File: src/rtl/sample_mac_accum.sv
// ---------------------------------------------------------------------------
// sample_mac_accum
// Accumulates N_TERMS signed products per output neuron, seeds the sum with a
// per-neuron bias, optionally applies ReLU and saturates the result to OUT_W.
// One result per neuron is presented on a valid/ready interface.
//
// Ports
//   clk        : rising-edge clock
//   reset      : asynchronous active-low reset
//   bias       : signed bias, sampled with the first product of each neuron
//   prod_valid : product valid
//   prod_ready : block accepts a product this cycle (registered)
//   prod_data  : signed product from the multiplier
//   out_valid  : result valid (registered)
//   out_ready  : consumer accepts the result
//   out_data   : signed saturated (optionally ReLU'd) result (registered)
//   out_sat    : result was clipped by saturation (registered)
// ---------------------------------------------------------------------------
module sample_mac_accum #(
  parameter int PROD_W  = 14,
  parameter int ACC_W   = 24,
  parameter int OUT_W   = 14,
  parameter int N_TERMS = 16,
  parameter int CNT_W   = 5,
  parameter int RELU    = 0
) (
  input  logic             clk,
  input  logic             reset,
  input  logic [OUT_W-1:0] bias,
  input  logic             prod_valid,
  output logic             prod_ready,
  input  logic [PROD_W-1:0] prod_data,
  output logic             out_valid,
  input  logic             out_ready,
  output logic [OUT_W-1:0] out_data,
  output logic             out_sat
);

  typedef enum logic {ACC = 1'b0, HOLD = 1'b1} state_t;

  localparam int HI_INT = (2 ** (OUT_W - 1)) - 1;
  localparam logic signed [ACC_W-1:0] SAT_HI = ACC_W'(HI_INT);
  localparam logic signed [ACC_W-1:0] SAT_LO = ACC_W'(-HI_INT - 1);
  localparam logic [CNT_W-1:0] LAST_CNT = CNT_W'(N_TERMS - 1);

  state_t           state, state_nxt;
  logic [CNT_W-1:0] cnt, cnt_nxt;
  logic [ACC_W-1:0] acc, acc_nxt;
  logic             prod_ready_nxt;
  logic             out_valid_nxt;
  logic [OUT_W-1:0] out_data_nxt;
  logic             out_sat_nxt;
  logic             accept;
  logic [ACC_W-1:0] sum;
  logic [OUT_W:0]   sat_res;

  // Returns {sat_flag, data}: ReLU first, then clip to the OUT_W signed range.
  function automatic logic [OUT_W:0] saturate(input logic signed [ACC_W-1:0] s);
    logic [OUT_W:0] r;
    if ((RELU != 0) && s[ACC_W-1]) begin
      r = {1'b0, {OUT_W{1'b0}}};
    end else if (s > SAT_HI) begin
      r = {1'b1, SAT_HI[OUT_W-1:0]};
    end else if (s < SAT_LO) begin
      r = {1'b1, SAT_LO[OUT_W-1:0]};
    end else begin
      r = {1'b0, s[OUT_W-1:0]};
    end
    return r;
  endfunction

  // Datapath: the first term of a neuron replaces the old sum with the bias.
  always_comb begin
    accept = prod_valid & prod_ready;
    if (cnt == {CNT_W{1'b0}}) begin
      sum = {{(ACC_W-OUT_W){bias[OUT_W-1]}}, bias}
          + {{(ACC_W-PROD_W){prod_data[PROD_W-1]}}, prod_data};
    end else begin
      sum = acc + {{(ACC_W-PROD_W){prod_data[PROD_W-1]}}, prod_data};
    end
    sat_res = saturate(sum);
  end

  // Next-state and next-output logic for the ACC/HOLD controller.
  always_comb begin
    state_nxt      = state;
    cnt_nxt        = cnt;
    acc_nxt        = acc;
    prod_ready_nxt = prod_ready;
    out_valid_nxt  = out_valid;
    out_data_nxt   = out_data;
    out_sat_nxt    = out_sat;
    case (state)
      ACC: begin
        prod_ready_nxt = 1'b1;
        if (accept) begin
          acc_nxt = sum;
          if (cnt == LAST_CNT) begin
            cnt_nxt        = {CNT_W{1'b0}};
            out_valid_nxt  = 1'b1;
            out_data_nxt   = sat_res[OUT_W-1:0];
            out_sat_nxt    = sat_res[OUT_W];
            prod_ready_nxt = 1'b0;
            state_nxt      = HOLD;
          end else begin
            cnt_nxt = cnt + CNT_W'(1);
          end
        end else begin
          acc_nxt = acc;
        end
      end
      HOLD: begin
        prod_ready_nxt = 1'b0;
        // Ready is not re-asserted in the handshake cycle: one bubble between neurons.
        if (out_ready) begin
          out_valid_nxt  = 1'b0;
          prod_ready_nxt = 1'b1;
          state_nxt      = ACC;
        end else begin
          out_valid_nxt = 1'b1;
        end
      end
      default: begin
        state_nxt      = ACC;
        cnt_nxt        = {CNT_W{1'b0}};
        acc_nxt        = {ACC_W{1'b0}};
        prod_ready_nxt = 1'b0;
        out_valid_nxt  = 1'b0;
      end
    endcase
  end

  // State, accumulator and registered outputs.
  always_ff @(posedge clk or negedge reset) begin
    if (!reset) begin
      state      <= ACC;
      cnt        <= {CNT_W{1'b0}};
      acc        <= {ACC_W{1'b0}};
      prod_ready <= 1'b0;
      out_valid  <= 1'b0;
      out_data   <= {OUT_W{1'b0}};
      out_sat    <= 1'b0;
    end else begin
      state      <= state_nxt;
      cnt        <= cnt_nxt;
      acc        <= acc_nxt;
      prod_ready <= prod_ready_nxt;
      out_valid  <= out_valid_nxt;
      out_data   <= out_data_nxt;
      out_sat    <= out_sat_nxt;
    end
  end

endmodule

File: config.mk
export PLATFORM = sky130hd
export DESIGN_NAME = sample_mac_accum
export DESIGN_NICKNAME = d
export VERILOG_FILES = /design/src/rtl/sample_mac_accum.sv
export SDC_FILE = /design/constraint.sdc
export NUM_CORES = 1
export LEC_CHECK = 0
export ABC_AREA = 1
export CAP_MARGIN = 20
export CORE_MARGIN = 1
export CORE_UTILIZATION = 40
export DETAILED_ROUTE_END_ITERATION = 7
export DONT_BUFFER_PORTS = 1
export PLACE_DENSITY = 0.61
export SLEW_MARGIN = 20
export SYNTH_ARGS = -nofsm -noshare
export SYNTH_HDL_FRONTEND = slang
export SYNTH_SLANG_ARGS = --single-unit
File: constraint.sdc
create_clock -name clk -period 6.9 [get_ports clk]
set_clock_uncertainty 0.15 [all_clocks]
set_input_delay 0.69 -clock clk [delete_from_list [all_inputs] [get_ports clk]]
set_output_delay 0.69 -clock clk [all_outputs]
set_load 0.02 [all_outputs]
* Word-level counts from Yosys, hierarchy flattened
Index checks and enable logic that the tools add are counted.
** Operators by class
- Bitwise logic cells :: 2
- Reduce and logical (&&, ||, !) cells :: 4
- Magnitude comparators :: 2
- Add/sub/neg operators :: 3
- Equal/unequal tests :: 3
- Multiplexer cells :: 15
** Operators with widths (count)
- 2-to-1 mux 15 bit :: 2
- adder 24 bit :: 1
- greater-than comparator 24 x 14 -> 1 bit (second input constant) :: 1
- < comparator 24 x 14 -> 1 bit (second input constant) :: 1
- 2-to-1 mux 24 bit :: 1
- adder 14 x 14 -> 15 bit :: 1
- 2-to-1 mux 1 bit :: 8
- case mux 1 bit (2 select lines) :: 3
- adder 5 x 1 -> 5 bit (second input constant) :: 1
- == test 5 x 4 -> 1 bit (second input constant) :: 1
- zero test 5 bit :: 1
- 2-to-1 mux 5 bit :: 1
- != test 2 bit (second input constant) :: 2
- AND reduction 2 bit :: 2
- AND reduction 3 bit :: 1
- bitwise AND 1 bit :: 1
- inverter 1 bit :: 1
** Word-level totals
- Logic and storage cells :: 36
- Bits in registers :: 47
- Output and inout port bits :: 17
- Input bits :: 32

* Logic depth before layout (Yosys ltp)
- Depth after elaboration :: 5
- Mapped depth :: 21
- Gate-level depth less buffers :: 20

* Least setup slack after synthesis
Ideal clock, no wire load.
- Path kind :: input to register
- Start :: input prod_data[0]
- End :: register out_data[0]
- Stages on the path :: 18
- Slack :: 4019 ps
- Arrival :: 2610 ps
- Path buffers :: 1
- Library setup time :: 121 ps
- Cell sequence :: ha_1 > inv_1 > fa_1 > inv_1 > nand3_1 > nand3_1 > nand2_1 > nand2_1 > nand2_1 > nand3_1 > nand2_1 > nand3_1 > nand3_1 > nor2_1 > nand2_1 > a21oi_4 > buf_6 > a21oi_2
** Between the ends
- Longest elaborated chain between the ends :: 5
- Elaborated cells on any way between the ends :: 7
** Ends and longest elaborated chain
- from (decl) :: RTL line 32 : input logic [PROD_W-1:0] prod_data,
- adder 24 bit / adder 14 x 14 -> 15 bit (equally long branches) :: RTL line 79, 77
- 2-to-1 mux 24 bit (*) :: RTL line 75 : if (cnt == {CNT_W{1'b0}}) begin
- < comparator 24 x 14 -> 1 bit :: RTL line 64 : end else if (s < SAT_LO) begin
- 2-to-1 mux 15 bit :: RTL line 64
- 2-to-1 mux 15 bit (*) :: RTL line 62 : end else if (s > SAT_HI) begin
- to (signal assigned) :: RTL line 141 : out_data <= {OUT_W{1'b0}};
- to (signal assigned) :: RTL line 149 : out_data <= out_data_nxt;
- to (decl) :: RTL line 35 : output logic [OUT_W-1:0] out_data,
Every way passes the cells marked *; elsewhere a longest branch is shown, timed or not.
A chain may end at the register's enable or synchronous reset.

* Worst setup path in the final report
- Start :: register prod_ready
- End :: register out_data[11]
** Between the ends
- Longest elaborated chain between the ends :: 2
** Ends and longest elaborated chain
- from (decl) :: RTL line 31 : output logic prod_ready,
- from (signal assigned) :: RTL line 147 : prod_ready <= prod_ready_nxt;
- bitwise AND 1 bit :: RTL line 74 : accept = prod_valid & prod_ready;
- AND reduction 3 bit (no source line)
No other way between the ends.

==> flow_summary_export.csv <==
group,metric,value,unit
setup_path,crit_required,6.89,ns
timing,period_share,59.4,%
place,dpl_worst_slack,2.56,ns
place,dp_cells,854,
logic_synthesis,synth_xor_area_share,2.09,%
die,rows,38,
run,cap_violations,0,
run_status,status,"finished, final reports clean",
logic_synthesis,synth.net_count,797,
global_routing,grt_pass1_wl,20.6,mm
clocking,clk_latency,0.28,ns
logic_synthesis,synth_mux_area_share,0.434,%
clocking,numCtsBuffers,5,
logic_synthesis,syn-cell-area,4620,um^2
logic_synthesis,avgSynthCellArea,6.38,um^2
clocking,cts.clk_slew.worst_paths,0.06,ns
timing,period_needed,4.10,ns
layout,final_cells,863,
place,gp_congestion,0.900,
layout,final_area,4940,um^2
layout,fin_util,44.7,%
setup_path,critPathKind,"reg2reg",
global_routing,grt_pass1_vias,4149,
pwr,power,2.26,mW
clocking,cts_tree,"built",
logic_synthesis,synth.distinct_cells,40,
place,placed_cell_area,4730,um^2
layout,insertedDiodeCount,0,
die,start_util,41.8,%
setup_path,worst_ep_arrival_time,4.09,ns
layout,syn_to_final_growth,6.94,%
pwr,ir_drop,0.263,mV
logic_synthesis,yosysWarnings,0,
timing,worst_slack,2.80,ns
route,vias_per_cell,5.13,
timing,maxSlewHeadroom,33.6,%
logic_synthesis,synth_top_family_by_area,"simple AND/OR/NAND/NOR gates",
route,wl_per_cell,14.5,um
setup_path,crit_fanout,29,
clocking,cts.htree.levels,2,
die,dieArea,12000,um^2
clocking,ctsResizeCount,0,
timing,setup_viol,0,
die,die_h,109,um
setup_path,crit_path_start_kind,"flip-flop",
pwr,pwr_density_cell,458,nW/um^2
route,drt-initial-drc-count,336,
clocking,root_buffer,"clkbuf_16",
worst_hold_path,hold_class,"in2async",
die,core-area,11000,um^2
logic_synthesis,synth-compound-area-share,12.1,%
setup_path,cp-end-kind,"flip-flop",
clocking,clkSinkCount,47,
layout,fin_nets,795,
place,dp_hpwl,10.2,mm
layout,drive_gt1_share,7.88,%
global_routing,grt_overflow,0,
logic_synthesis,synth_fa_ha_area_share,11.4,%
route,dr.pass1.iters,5,
timing,hold_slack,0.101,ns
timing,rsz0062_at_grt,"no",
timing,hold_viol,0,
logic_synthesis,ys_ff_latch,47,
global_routing,grt_max_degree,48,
logic_synthesis,synth-simple-area-share,37.8,%
pwr,p_leak,2.65,nW
clocking,post_cts_buffers,0,
logic_synthesis,seq_area_frac_synth,25.5,%
global_routing,grt.total_usage,22.3,%
route,routed-via-count,4428,
timing,worst_slew_pin_slew,0.996,ns
die,ioPinCount,49,
place,portBuffers,0,
route,drcViolationCount,0,
route,drt_wl_total,12.5,mm
timing,fmax,0.244,GHz
logic_synthesis,syn_inst,724,
timing,report.final.slew_viol_count,0,
global_routing,antenna_found_initial,0,
route,ant_nets,0,
clocking,clockBufferDepth,2,
timing,fin_tns_setup,0,ns
die,die_w,109,um
[state kept, by name, summed over array words and instances (netlist names)]
| signal | count |
|---|---|
| prod_ready | 1 |
| out_valid | 1 |
| state | 1 |
| cnt | 5 |
| out_data | 14 |
| acc | 24 |
| out_sat | 1 |
[worst max-delay path, stage by stage (launching register included)]
cell	delay, ns
dfrtp_1	0.46
nand2_1	0.12
nor2_2	0.77
inv_1	0.66
nor2_1	0.88
inv_1	0.29
a21oi_4	0.48
a21oi_1	0.13
[cell usage after synthesis]
library cell  instances  area, um^2
nand3_1              47         235
nand2_4               1        11.3
a31oi_1               7        43.8
a41oi_1               1        8.76
a21oi_2              10        87.6
a21oi_4               1        16.3
inv_1               105         394
clkbuf_1              8        30.0
clkinv_1              1        3.75
buf_2                 1        5.00
nor3_2                1        10.0
nor3b_1               1        7.51
inv_2                 3        11.3
nor3_1                5        25.0
mux2i_1               2        20.0
o22ai_1               1        6.26
nor2_2                5        31.3
and2_1                2        12.5
fa_1                  2        40.0
buf_12                1        20.0
nand3_4               1        17.5
xor2_1                4        35.0
o21bai_1              6        45.0
buf_6                 1        11.3
nand4_1               8        50.1
or2_2                 4        25.0
a21oi_1              40         200
nand3_2               3        30.0
nand2_1             245         920
or2_1                 1        6.26
or2_0                 1        6.26
bufinv_8              1        17.5
nand2_2              16         100
nor4_1                2        12.5
nor2_1               61         229
ha_1                 39         488
o21ai_0              30         150
nand3b_1              2        15.0
xnor2_1               7        61.3
dfrtp_1              47        1180
[worst paths after layout]
check                           start            to  slack (ns)  depth (start not counted)
max                        prod_ready  out_data[11]        2.80                          7
min                             reset       acc[12]        0.10                          1
max reg2reg                prod_ready  out_data[11]        2.80                          7
min reg2reg                    acc[3]        acc[3]        0.35                          2
max in group asynchronous       reset        acc[5]        6.28                          1
min in group clk               acc[3]        acc[3]        0.35                          2
[layout by cell type (no fill, tap or decap), drive strengths merged]
cell	n
a21oi	51
a31oi	7
a41oi	1
and2	2
buf	2
bufinv	2
clkbuf	6
clkinv	2
dfrtp	47
fa	2
ha	39
inv	108
mux2i	2
nand2	262
nand3	51
nand3b	2
nand4	8
nor2	66
nor3	6
nor3b	1
nor4	2
o21ai	30
o21bai	6
o22ai	1
or2	6
xnor2	7
xor2	4
[metal layers]
layer	part of all wire (%)	up-vias	wire, um	GRT usage [%]
li1	-	2292	-	-
met2	43	106	5390	35.2
met5	0	-	0	0
met1	50	2019	6270	32.3
met3	5.8	11	733	2.55
met4	1.2	0	151	5.71
[kinds of logic (layout without fill, tap and decap cells)]
kind of cell	count (synthesis)	count (layout)
compound gates	96	96
xor+xnor	11	11
fa+ha+maj	41	41
buf+inv	121	120
flops	47	47
mux	2	2
simple gates	406	406
[power by group]
| group | internal [mW] | switching (mW) |
|---|---|---|
| Sequential | 0.410 | 0.172 |
| Combinational | 0.472 | 0.928 |
| Clock | 0.180 | 0.0985 |
| Total | 1.06 | 1.20 |
[what timing repair did]
action                                 4_1_cts  5_1_grt
endpoints found under the hold margin       47        0
setup endpoints to repair                    0        0
hold buffers                                 1        0
[area by class of cell]
cell class	instances	area, um^2
repair buffers	2	35.0
clock inverters	2	35.0
flip-flops and latches	47	1180
inverters	110	427
fillers	1200	6090
well taps	140	175
clock buffers	6	139
multi-input cells	556	2950
Note: power is estimated with default switching activity, not from simulation.
